`src/rtl/pipe_stage_skid.sv`:
```
// Handshaked pipeline-stage register with optional 2-entry skid buffer.
// Exceptions travel downstream as tagged bubbles (payload forced to NOP_VALUE).
//
// state    | meaning
// ---------+-----------------------------------------------
// ST_EMPTY | no entry held, o_valid_dn low
// ST_ONE   | head (main) entry valid
// ST_FULL  | main and skid both valid, upstream back-pressured
module pipe_stage_skid #(
    parameter int                 DATA_W    = 64,
    parameter int                 EXC_W     = 4,
    parameter logic [EXC_W-1:0]   EXC_NONE  = 4'hF,
    parameter logic [DATA_W-1:0]  NOP_VALUE = '0,
    parameter bit                 SKID_EN   = 1'b1
) (
    input  logic              i_clk,
    input  logic              i_rst_n,
    input  logic              i_clk_en,
    input  logic              i_flush,
    input  logic              i_flush_exception,
    input  logic              i_valid_up,
    output logic              o_ready_up,
    input  logic [DATA_W-1:0] i_data_up,
    input  logic [EXC_W-1:0]  i_exc_up,
    output logic              o_valid_dn,
    input  logic              i_ready_dn,
    output logic [DATA_W-1:0] o_data_dn,
    output logic [EXC_W-1:0]  o_exc_dn,
    output logic [1:0]        o_occupancy
);

    typedef enum logic [1:0] {
        ST_EMPTY = 2'd0,
        ST_ONE   = 2'd1,
        ST_FULL  = 2'd2
    } state_t;

    state_t            state;
    logic [DATA_W-1:0] main_data;
    logic [EXC_W-1:0]  main_exc;
    logic [DATA_W-1:0] skid_data;
    logic [EXC_W-1:0]  skid_exc;
    logic              ready_q;

    logic              push;
    logic              pop;
    logic              clear;
    logic [DATA_W-1:0] in_data;

    assign o_valid_dn  = (state != ST_EMPTY);
    assign o_data_dn   = main_data;
    assign o_exc_dn    = main_exc;
    assign o_occupancy = state;
    assign o_ready_up  = SKID_EN ? ready_q : (!o_valid_dn || i_ready_dn);

    assign push  = i_valid_up && o_ready_up && i_clk_en;
    assign pop   = o_valid_dn && i_ready_dn && i_clk_en;
    assign clear = !i_rst_n || i_flush || i_flush_exception;

    // Excepted entries carry no payload so commit sees a clean bubble.
    assign in_data = (i_exc_up != EXC_NONE) ? NOP_VALUE : i_data_up;

    always_ff @(posedge i_clk) begin
        if (clear) begin
            state     <= ST_EMPTY;
            main_data <= NOP_VALUE;
            main_exc  <= EXC_NONE;
            skid_data <= NOP_VALUE;
            skid_exc  <= EXC_NONE;
            ready_q   <= 1'b1;
        end else if (i_clk_en) begin
            unique case (state)
                ST_EMPTY: begin
                    if (push) begin
                        state     <= ST_ONE;
                        main_data <= in_data;
                        main_exc  <= i_exc_up;
                    end
                end
                ST_ONE: begin
                    if (push && pop) begin
                        main_data <= in_data;
                        main_exc  <= i_exc_up;
                    end else if (push && SKID_EN) begin
                        state     <= ST_FULL;
                        skid_data <= in_data;
                        skid_exc  <= i_exc_up;
                        ready_q   <= 1'b0;
                    end else if (pop) begin
                        state     <= ST_EMPTY;
                        main_data <= NOP_VALUE;
                        main_exc  <= EXC_NONE;
                    end
                end
                ST_FULL: begin
                    if (pop) begin
                        state     <= ST_ONE;
                        main_data <= skid_data;
                        main_exc  <= skid_exc;
                        ready_q   <= 1'b1;
                    end
                end
                default: begin
                    state     <= ST_EMPTY;
                    main_data <= NOP_VALUE;
                    main_exc  <= EXC_NONE;
                    ready_q   <= 1'b1;
                end
            endcase
        end
    end

endmodule

```
`config.mk`:
```
export PLATFORM = sky130hd
export DESIGN_NAME = pipe_stage_skid
export DESIGN_NICKNAME = d
export VERILOG_FILES = /design/src/rtl/pipe_stage_skid.sv
export SDC_FILE = /design/constraint.sdc
export NUM_CORES = 1
export LEC_CHECK = 0
export CAP_MARGIN = 20
export CORE_UTILIZATION = 31
export DETAILED_ROUTE_END_ITERATION = 8
export DONT_BUFFER_PORTS = 1
export GPL_TIMING_DRIVEN = 0
export PLACE_DENSITY = 0.41
export SLEW_MARGIN = 20
export SYNTH_ARGS = -nofsm -noshare
export SYNTH_HDL_FRONTEND = slang
export SYNTH_SLANG_ARGS = --single-unit
```
`constraint.sdc`:
```
create_clock -name i_clk -period 2.53 [get_ports i_clk]
set_input_delay 0.1265 -clock i_clk [delete_from_list [all_inputs] [get_ports i_clk]]
set_output_delay 0.1265 -clock i_clk [all_outputs]
set_load 0.02 [all_outputs]
```
==> results.yml <==
power:
  power.share.clock_pct: 51.0
  pwr-share-comb_pct: 4.8
  power_density_nw_per_um2: 648.9
  switching_share_pct: 21.95
  peakVddDrop_mv: 0.4259
  p_sw_uw: 1091
  seqPwrFrac_pct: 44.2
  p_leak_uw: 0.002419
  finalPower_uw: 4969
  p_int_uw: 3879
timing:
  setup_viol_count_final: 0
  rsz0062_at_grt: "no"
  fmaxAchievable_mhz: 463.5
  hold_viol_final: 0
  relSlewSlack_pct: 45.97
  slew_viol_final: 0
  worst_slack_ns: 0.3724
  fin_setup_tns_ns: 0
  post-route-min-period_ns: 2.158
  fin_crit_sh_pct: 85.28
  whs_ns: 0.01953
  finClkSkew_ns: 0.01842
  worst_slew_pin_slew_ns: 0.8078
setup_path:
  end_kind: "register"
  path_class: "register to register"
  crit_fanout: 10
  required_ns: 2.83
  crit_path_start_kind: "register"
  worstPathArrival_ns: 2.46
die:
  core_um2: 18890
  dieArea_um2: 19980
  die_h_um: 141.3
  io_pins: 147
  row_count: 50
  dieWidth_um: 141.3
  initial_core_util_pct: 31.86
global_route:
  grt_overflow: 0
  antenna_found_initial: 0
  grt_pass1_wl_um: 26490
  grt_use_met1_pct: 22.99
  grt_max_degree: 17
  met3_usage_pct: 4.489
  grt-busiest-layer: "met2"
  grt_pass1_vias: 4748
  met2_usage_pct: 26.94
  grt_use_total_pct: 17.24
detailed_routing:
  via_count: 4634
  wl_per_cell_um: 17.76
  dr.pass1.iters: 5
  drc: 0
  drt_iter0_drc: 190
  avgViaCountPerCell: 4.940
  ant_nets: 0
  wl_um: 16660
synthesis:
  postSynthAreaPerCell_um2: 10.47
  syn-num-nets: 650
  yosysMostFrequentCell: "dfxtp_1"
  synthFlopType: "dfxtp_1"
  yosysTopAreaCell: "dfxtp_1"
  yosys_warnings: 0
  synth_edf_count: 0
  synth_seq_cells: 139
  synth_area_leaders: "dfxtp_1 46%, mux2i_1 11%, o2bb2ai_1 7.4%"
  synth_cell_type_count: 36
  synthesis.area_um2: 6020
  async_flop_share_pct: 0
  syn-instance-count: 575
  synthTopCellsByCount: "139 x dfxtp_1, 73 x nor2_1, 68 x mux2i_1"
  synth.top_cell.area_share_pct: 46.23
  yosysSeqAreaShare_pct: 46.23
cells_and_area:
  syn2layout_area_growth_pct: 27.23
  multiInputGateArea_um2: 2909
  num_antenna_cells: 0
  final_core_util_pct: 40.54
  drive_above_1_share_pct: 14.90
  seq_area_um2: 2783
  n_fill_cell: 1906
  nets: 741
clock_tree:
  cts_root_buf: "clkbuf_16"
  clock_path_buffers: 2
  clk_latency_ns: 0.43
  htree_levels: 4
  cts.sinks: 139
  cts_made_buffers: 17
  cts.clk_slew.worst_paths_ns: 0.06
  tritoncts: "built"
job:
  maxCapViolCount: 0
place:
  place_ws_ns: 0.3116
  gp_congestion: 0.7369
  dp_hpwl_um: 11240
  port_buffers: 0
hold_path:
  hold_path.class: "input port to register"
run_status:
  outcome: "finished, final reports clean"
routing by layer:
layer | routed length [um] | vias up
li1 | - | 2262
met1 | 7847 | 2243
met2 | 7723 | 117
met3 | 924 | 12
met4 | 166 | 0
met5 | 0 | -
power groups by stage:
stage / clock [uW] / sequential [uW] / combinational [uW]
after floorplan: 0 / 2240 / 100
after global placement: 0 / 2240 / 136
after detailed placement: 0 / 2240 / 137
after CTS: 2590 / 2200 / 244
after global routing: 2700 / 2190 / 263
final: 2530 / 2200 / 241
layout make-up:
| type | instances | share of cell area (%) |
|---|---|---|
| buffer | 52 | 4.133 |
| clock buffer | 20 | 5.832 |
| clock inverter | 11 | 1.911 |
| inverter | 3 | 0.1470 |
| multi-input combinational | 381 | 37.98 |
| sequential | 139 | 36.33 |
| tap | 260 | 4.248 |
| timing repair buffer | 72 | 9.410 |
stage by stage:
| stage | instance area (um^2) | std cells |
|---|---|---|
| CTS | 7659 | 938 |
| global placement | 6345 | 835 |
| detailed placement | 6345 | 835 |
| finish | 7659 | 938 |
| global route | 7659 | 938 |
| floorplan | 6020 | 575 |
final timing paths:
kind	from	to	slack [ns]	depth (start not counted)
worst max-delay path	o_occupancy[1]$_SDFFE_PP0P_	o_ready_up$_SDFFE_PP1P_	0.37	6
worst min register to register	skid_exc[1]$_SDFFE_PP1P_	skid_exc[1]$_SDFFE_PP1P_	0.49	2
worst max register to register	o_occupancy[1]$_SDFFE_PP0P_	o_ready_up$_SDFFE_PP1P_	0.37	6
worst min-delay path	i_clk_en	o_occupancy[0]$_SDFFE_PP0P_	0.02	2
placed cells by master (no fill, tap or decap), drive strengths merged:
master,count
o211ai,1
o21ai,8
o221a,4
or3b,1
mux2i,68
clkbuf,44
nand2,10
bufinv,3
a311oi,1
and2b,1
and2,64
nor2,75
and4,1
dfxtp,139
buf,28
or2,1
nor4b,1
clkinv,6
inv,3
nand3b,1
nor3b,2
nand4,3
nor3,4
clkinvlp,2
dlygate4sd3,72
o2bb2ai,64
a211oi,2
a21oi,4
a22oi,64
xnor2,1
critical path: stages (launching register included):
cell and delay, ns:
dfxtp_1 0.48, buf_4 0.24, clkbuf_1 0.38, a21oi_1 0.11
o21ai_0 0.17, o211ai_1 0.10, dlygate4sd3_1 0.57
cell families after synthesis:
logic type	share of synthesized area (%)
AO/OA/AOI/OAI	22.66
XOR/XNOR	0.1455
buffers and inverters	5.446
flip-flops	46.23
multiplexers	11.31
AND/OR/NAND/NOR	14.22
flip-flops by register name (all words and copies together) (netlist names):
name,cells
o_ready_up,1
skid_data,64
o_data_dn,64
skid_exc,4
o_exc_dn,4
o_occupancy,2
repair_timing:
action                    CTS  global route
setup buffers               0             0
hold buffers               72             0
hold endpoints to repair  137             0
resized for setup           0             0
Power figures use the tool's default switching activity.
